==> src/rtl/emisor.sv <==
// rtl/emisor.sv - parallel-to-serial frame transmitter, MSB first, with enable strobe and gap
module emisor #(
   parameter int SIZESREG   = 16,
   parameter int GAP_CYCLES = 2
) (
   input  logic                CLK,
   input  logic                RST,
   input  logic [SIZESREG-1:0] data_in,
   input  logic                data_valid,
   output logic                data_ready,
   output logic                enable_out,
   output logic                signal_out,
   output logic                frame_done
);

   localparam int BW = $clog2(SIZESREG);
   localparam int GW = $clog2(GAP_CYCLES) + 1;

   typedef enum logic [1:0] {IDLE, SHIFT, GAP} state_t;

   state_t              state, state_nx;
   logic [SIZESREG-1:0] shreg, shreg_nx;
   logic [BW-1:0]       bit_cnt, bit_cnt_nx;
   logic [GW-1:0]       gap_cnt, gap_cnt_nx;
   logic                enable_nx, signal_nx, done_nx;

   assign data_ready = (state == IDLE) && !RST;

   always_comb begin
      state_nx   = state;
      shreg_nx   = shreg;
      bit_cnt_nx = bit_cnt;
      gap_cnt_nx = gap_cnt;
      enable_nx  = 1'b0;
      signal_nx  = 1'b0;
      done_nx    = 1'b0;
      case (state)
         IDLE: begin
            if (data_valid && data_ready) begin
               shreg_nx   = data_in;
               bit_cnt_nx = BW'(SIZESREG - 1);
               state_nx   = SHIFT;
               enable_nx  = 1'b1;
               signal_nx  = data_in[SIZESREG-1];
            end
         end
         SHIFT: begin
            if (bit_cnt == '0) begin
               done_nx    = 1'b1;
               gap_cnt_nx = GW'(GAP_CYCLES - 1);
               state_nx   = GAP;
            end else begin
               // shreg MSB is the bit currently on the line; the next one sits just below it
               bit_cnt_nx = bit_cnt - BW'(1);
               shreg_nx   = {shreg[SIZESREG-2:0], 1'b0};
               enable_nx  = 1'b1;
               signal_nx  = shreg[SIZESREG-2];
            end
         end
         GAP: begin
            if (gap_cnt == '0) begin
               state_nx = IDLE;
            end else begin
               gap_cnt_nx = gap_cnt - GW'(1);
            end
         end
         default: state_nx = IDLE;
      endcase
   end

   always_ff @(posedge CLK) begin
      if (RST) begin
         state      <= IDLE;
         shreg      <= '0;
         bit_cnt    <= '0;
         gap_cnt    <= '0;
         enable_out <= 1'b0;
         signal_out <= 1'b0;
         frame_done <= 1'b0;
      end else begin
         state      <= state_nx;
         shreg      <= shreg_nx;
         bit_cnt    <= bit_cnt_nx;
         gap_cnt    <= gap_cnt_nx;
         enable_out <= enable_nx;
         signal_out <= signal_nx;
         frame_done <= done_nx;
      end
   end

endmodule

==> config.mk <==
export PLATFORM = sky130hd
export DESIGN_NAME = emisor
export DESIGN_NICKNAME = d
export VERILOG_FILES = /design/src/rtl/emisor.sv
export SDC_FILE = /design/constraint.sdc
export NUM_CORES = 1
export LEC_CHECK = 0
export CORE_ASPECT_RATIO = 1.5
export CORE_UTILIZATION = 46
export DETAILED_ROUTE_END_ITERATION = 10
export PLACE_DENSITY_LB_ADDON = 0.12
export SLEW_MARGIN = 10
export SYNTH_ARGS = -nofsm -noshare
export SYNTH_HDL_FRONTEND = slang
export SYNTH_SLANG_ARGS = --single-unit
==> constraint.sdc <==
create_clock -name CLK -period 1.63 [get_ports CLK]
set_clock_uncertainty 0.05 [all_clocks]
set_input_delay 0.163 -clock CLK [delete_from_list [all_inputs] [get_ports CLK]]
set_output_delay 0.163 -clock CLK [all_outputs]
set_load 0.01 [all_outputs]
==> results of run 1 <==
==> cells by family (layout without fill, tap and decap cells) <==
logic type,count (synthesis),after routing
buf+inv,15,50
simple gates,66,66
compound gates,28,28
fa+ha+maj,2,2
flops,26,26
==> critical path: cells and delay by family, from the launching register on <==
family                     cells  cell delay (ps)
AOI/OAI and AO/OA              3              450
and+or+nand+nor                1              390
DFF                            1              330
buffers and inverters          2              230
adders and majority gates      1              120
==> metal layers <==
metal | vias to the layer above | share of wire (%)
met5 | - | 0
met4 | 0 | 1.6
met3 | 5 | 3.0
met2 | 12 | 55
met1 | 520 | 41
li1 | 552 | -
==> sequential cells by signal, indices dropped and copies added, names as in the netlist <==
register,cells
bit_cnt,4
state,2
shreg,15
enable_out,1
gap_cnt,2
frame_done,1
signal_out,1
==> stage by stage <==
stage | TNS, ps | instance area (um^2)
floorplan | 0 | 1320
global placement | -650 | 1650
detailed placement | -1050 | 1650
CTS | -297 | 1750
global route | -1300 | 1760
finish | -384 | 1760
==> worst max-delay path by stage <==
| stage | startpoint | end | depth (start not counted) | slack, ps |
|---|---|---|---|---|
| 6_report | bit_cnt[1] | bit_cnt[3] | 7 | -50 |
| 5_1_grt | bit_cnt[1] | bit_cnt[3] | 7 | -100 |
| 4_1_cts | bit_cnt[1] | shreg[9] | 6 | -50 |
| 3_5_place_dp | RST | bit_cnt[3] | 6 | -90 |
| 3_3_place_gp | RST | shreg[2] | 6 | -50 |
| 2_1_floorplan | bit_cnt[0] | shreg[1] | 7 | 8 |
==> where the power goes <==
part / switching [uW] / internal, uW / leakage, uW / total (uW)
registers: 51.5 / 700 / 0.000215 / 751
logic: 220 / 266 / 0.000414 / 486
clock network: 201 / 216 / 0.0000288 / 418
==> what timing repair did <==
item / in CTS / in global routing
pin swaps: 1 / 2
endpoints found under the hold margin: 0 / 0
resized for setup: 9 / 2
gates cloned: 1 / 0
setup endpoints to repair: 16 / 18
==> final cells by class <==
class,instances,share of cell area [%]
clock buffer,4,3.12
sequential,26,29.6
multi-input combinational,96,40.6
inverter,5,1.06
tap,37,2.62
timing repair buffer,41,23.0
==> layout by cell type, fill, tap and decap left out, types with 2 or more instances in the layout <==
cell | netlist | routed
a21oi_1 | 6 | 5
buf_12 | 0 | 2
a211oi_1 | 2 | 2
nand2_1 | 28 | 28
nand3_1 | 2 | 2
clkdlybuf4s50_1 | 0 | 20
buf_4 | 1 | 16
clkbuf_8 | 0 | 4
inv_1 | 4 | 2
nor2_2 | 4 | 12
nor2_4 | 0 | 3
nor3_1 | 7 | 7
inv_2 | 1 | 3
dfxtp_1 | 26 | 24
dfxtp_2 | 0 | 2
nor3b_1 | 2 | 2
a311oi_2 | 14 | 14
nor2_1 | 16 | 5
dlygate4sd2_1 | 0 | 2
==> flow_summary.yaml, run 1 <==
status:
  status: "finished, violations left"
  failed_checks: "negative setup slack"
routing:
  wl_per_cell_um: 13.6
  drtIter0Drc: 27
  wirelength_mm: 2.84
  num_vias: 1089
  drc: 0
  first_pass_iters: 4
  ant_nets: 0
  vias_per_cell: 5.21
pwr:
  power_per_cell_area_nw_per_um2: 938
  ir_worst_vdd_uv: 610
  p_leak_uw: 0.000657
  total_power_uw: 1650
logic_synthesis:
  synth.mux.area_fraction_pct: 0
  yosys-top-cells-area: "dfxtp_1, a311oi_2, nand2_1"
  synth_edf_count: 0
  synth-xor-area-share_pct: 0
  synth_top_family_by_area: "simple AND/OR/NAND/NOR gates"
  synth.top_cell.area_share_pct: 40.8
  yosys_register_bits: 26
  yosysUniqueCellTypes: 30
  synth_most_common_cell: "nand2_1"
  ys_top_cells_by_count: "nand2_1, dfxtp_1, nor2_1, a311oi_2, nor3_1"
  synth-simple-area-share_pct: 25.1
  yosysTopAreaCell: "dfxtp_1"
  postSynth.asyncResetShare_pct: 0
  syn-mean-instance-area_um2: 9.32
  syn_inst: 137
  synth_area_um2: 1280
  synth_fa_ha_area_share_pct: 1.96
  syn_nets: 158
  synth_compound_area_share_pct: 24.4
  yosys_warnings: 0
  seq_area_frac_synth_pct: 40.8
  yosys_most_used_dff: "dfxtp_1"
setup_path:
  crit_slowest_cell: "or3b_4"
  required_ps: 1740
  worstSetupEndpointType: "flop"
  worstPathCellList: "inv_2 > ha_4 > or3b_4 > a21o_4 > buf_12 > a21oi_2 > a211oi_1"
  critical_path_class: "flop to flop"
  reg2reg_setup_slack_ps: -50
  worstPathMaxFanout: 15
  r2r_start: "bit_cnt[1]"
  arrival_ps: 1790
  rr_worst_depth: 7
  reg2reg_to: "bit_cnt[3]"
  slowest_delay_ps: 390
  start_kind: "flop"
global_routing:
  grt_pass1_vias: 1038
  gr-usage-all-layers_pct: 21.2
  grt_pass1_wl_mm: 4.55
  global_route.usage.met1_pct: 23.1
  grt_max_degree: 16
  grt_use_met3_pct: 4.34
  gr-total-overflow: 0
  use_met2_pct: 38.0
  antenna_found_initial: 0
  top_usage_layer: "met2"
floorplan:
  die-area_um2: 2990
  initial_core_util_pct: 48.2
  die_y_um: 66.5
  pin_count: 23
  row_count: 23
  chipWidth_um: 45.0
  core-area_um2: 2650
clock_tree:
  clk-insertion-delay-late_ps: 270
  cts_hold_buf: 0
  cts-htree-levels: 1
  cts_tree: "done"
  cts.clk_slew.worst_paths_ps: 90
  root_buffer: "clkbuf_8"
  post_cts_buffers: 0
  cts_buffers: 3
  cts_buffer_depth: 2
  clkSinkCount: 26
sta:
  relSlewSlack_pct: 80.5
  finalHoldViolCount: 0
  rsz0062_at_grt: "yes"
  setup_viol: 15
  fin_ws_ps: -51.8
  holdWs_ps: 411
  finalMaxSlewViolations: 0
  period_share_pct: 103
  period_needed_ps: 1680
  worst_pin_slew_ps: 292
  max_freq_mhz: 595
finish:
  instances_no_fill: 209
  fillCellCount: 242
  antenna_cells: 0
  fin_util_pct: 66.6
  ff_latch_area_um2: 523
  drive_gt1_share_pct: 36.6
  multi_input_area_um2: 716
  finalNetCount: 194
  areaGrowthSynthToFinish_pct: 38.2
worst_hold_path:
  hold-path-cell-count: 3
  worstHoldStart: "data_in[0]"
  min_to: "shreg[0]"
  hold_path.class: "input pin to flop"
placement:
  place_ws_ps: -89.9
  dp_hpwl_mm: 2.10
  io_buffers: 22
  finalWeightedCongestion: 0.761
  dp_cells: 204
run:
  cap_violations: 0
Note: power is estimated with default switching activity, not from simulation.
==> inputs of run 2 (changes only) <==
--- a/config.mk
+++ b/config.mk
@@ -9,6 +9,7 @@
 export CORE_UTILIZATION = 46
 export DETAILED_ROUTE_END_ITERATION = 10
 export PLACE_DENSITY_LB_ADDON = 0.12
+export REMOVE_ABC_BUFFERS = 1
 export SLEW_MARGIN = 10
 export SYNTH_ARGS = -nofsm -noshare
 export SYNTH_HDL_FRONTEND = slang
==> run 2 against run 1 <==
Compared with the run above: the flow still finishes with violations (negative setup slack); hold slack better by 0.64 ps; count of clock-buffer cells in the layout decreased by 1; combinational power is 4% higher; sequential share of layout area down 0.60 points; cell count decreased by 0.48%; cell area is 2.6% higher; via count rose by 1.6%; total power increased by 7.9%; core utilization grew 1.7 points; maximum frequency shrank 0.76%; sequential power hardly changed; die area did not move; largest cell class unchanged.
==> flow_summary.yaml, run 2 (synthesis results as in run 1) <==
floorplan:
  row_count: 23
  chipWidth_um: 45.0
  core-area_um2: 2650
  pin_count: 23
  die-area_um2: 2990
  die_y_um: 66.5
  initial_core_util_pct: 48.2
finish:
  drive_gt1_share_pct: 38.0
  fin_util_pct: 68.3
  ff_latch_area_um2: 526
  top_register: "shreg"
  fillCellCount: 232
  layout_commonest_cell: "nand2_1"
  layout_common_cells: "nand2_1, dfxtp_1, clkdlybuf4s50_1"
  antenna_cells: 0
  multi_input_area_um2: 721
  top_regs: "shreg x15, bit_cnt x4"
  final_area_um2: 1810
  largest_reg_flops: 15
  finalNetCount: 193
  areaGrowthSynthToFinish_pct: 41.8
clock_tree:
  clkSinkCount: 26
  root_buffer: "clkbuf_8"
  cts_tree: "done"
  cts.clk_slew.worst_paths_ps: 90
  cts_buffers: 3
  cts_buffer_depth: 2
  clk-insertion-delay-late_ps: 270
  cts-htree-levels: 1
  cts_hold_buf: 0
global_routing:
  gr-total-overflow: 0
  grt_pass1_vias: 1083
  gr-usage-all-layers_pct: 20.3
  grt_max_degree: 19
  antenna_found_initial: 0
  grt_pass1_wl_mm: 4.59
setup_path:
  rr_worst_depth: 7
  worstSetupEndpointType: "flop"
  cp-startpoint: "bit_cnt[0]"
  slowest_delay_ps: 380
  required_ps: 1730
  arrival_ps: 1800
  critical_path_class: "flop to flop"
  worstPathMaxFanout: 6
  crit_slowest_cell: "or3b_4"
  start_kind: "flop"
  worstPathCellList: "inv_2 > ha_4 > or3b_4 > a21o_4 > buf_6 > a21oi_4 > a211oi_2"
  reg2reg_to: "bit_cnt[3]"
  reg2reg_setup_slack_ps: -60
  critPathCapture: "bit_cnt[3]"
  r2r_start: "bit_cnt[0]"
sta:
  finalMaxSlewViolations: 0
  period_share_pct: 104
  period_needed_ps: 1690
  worst_pin_slew_ps: 296
  setup_viol: 16
  rsz0062_at_grt: "yes"
  finalHoldViolCount: 0
  max_freq_mhz: 590
  relSlewSlack_pct: 80.2
  fin_ws_ps: -64.7
worst_hold_path:
  hold_path.class: "input pin to flop"
routing:
  wl_per_cell_um: 13.1
  vias_per_cell: 5.32
  wirelength_mm: 2.72
  drc: 0
  ant_nets: 0
  first_pass_iters: 4
  drtIter0Drc: 18
  num_vias: 1106
status:
  failed_checks: "negative setup slack"
  status: "finished, violations left"
run:
  cap_violations: 0
placement:
  postPlaceCellArea_um2: 1590
  io_buffers: 22
  finalWeightedCongestion: 0.830
  dp_hpwl_mm: 1.89
  place_ws_ps: -96.4
pwr:
  p_leak_uw: 0.000669
  power_per_cell_area_nw_per_um2: 987
  ir_worst_vdd_uv: 622
  total_power_uw: 1790
[run 2: changes by cell type in the layout (fill, tap and decap cells not counted), sizes merged]
cell / change
buf: -1
bufinv: +1
clkbuf: -1
clkdlybuf4s50: +1
dlygate4sd2: -1
[run 2: stage by stage]
stage	hold slack [ps]	instances	setup TNS [ps]
floorplan	178	127	-379
global placement	408	200	-541
detailed placement	428	200	-1120
CTS	410	208	-576
global route	431	208	-1420
finish	411	208	-567
[run 2: final cells by class]
type	instances	area share (%)
Tap cell	37	2.56
Clock buffer	3	2.28
Timing Repair Buffer	40	23.6
Multi-Input combinational cell	96	39.8
Sequential cell	26	29.0
Inverter	5	1.04
Clock inverter	1	1.66
[run 2: how the worst min path moves through the flow]
stage | from | to | slack (ps) | cells past startpoint
floorplan | RST | bit_cnt[0] | 180 | 1
global placement | gap_cnt[0] | gap_cnt[0] | 410 | 2
detailed placement | gap_cnt[1] | gap_cnt[1] | 430 | 2
CTS | data_in[0] | shreg[0] | 410 | 3
global route | data_in[4] | shreg[4] | 430 | 3
finish | data_in[0] | shreg[0] | 410 | 3
[run 2: timing repair]
action | 4_1_cts | 5_1_grt
pin swaps | 4 | 6
buffers inserted | 2 | 0
gates resized for setup | 18 | 10
endpoints found under the setup margin | 17 | 19
gates cloned | 2 | 0
[run 2: power by group]
part / switching (uW) / total (uW) / leakage (uW) / internal, uW
combinational: 225 / 504 / 0.000418 / 280
sequential: 50.5 / 751 / 0.000215 / 700
clock: 202 / 531 / 0.0000357 / 329
total: 477 / 1790 / 0.000669 / 1310
[run 2: critical path, delay by kind of cell, from the launching register on]
family,cells,cell delay [ps]
AO/OA/AOI/OAI,3,470
adder cells (fa/ha/maj),1,130
buffers and inverters,2,220
flip-flops,1,330
AND/OR/NAND/NOR,1,380
[run 2: layer usage]
layer / GRT usage, % / share of wire, % / vias up
met1: 24.7 / 41 / 521
met4: 8.71 / 3.3 / 0
met5: 0 / 0 / -
met3: 2.44 / 3.2 / 9
met2: 34.8 / 53 / 31
li1: - / - / 545
==> inputs of run 3 (changes only) <==
--- a/config.mk
+++ b/config.mk
@@ -7,7 +7,10 @@
 export LEC_CHECK = 0
 export CORE_ASPECT_RATIO = 1.5
 export CORE_UTILIZATION = 46
+export CTS_BUF_LIST = sky130_fd_sc_hd__clkbuf_8 sky130_fd_sc_hd__clkbuf_16
+export CTS_CLUSTER_DIAMETER = 120
 export DETAILED_ROUTE_END_ITERATION = 10
+export GPL_TIMING_DRIVEN = 1
 export PLACE_DENSITY_LB_ADDON = 0.12
 export REMOVE_ABC_BUFFERS = 1
 export SLEW_MARGIN = 10
==> results of run 3 <==
Same layout as run 2: the final DEF is identical, and so are final timing and power.
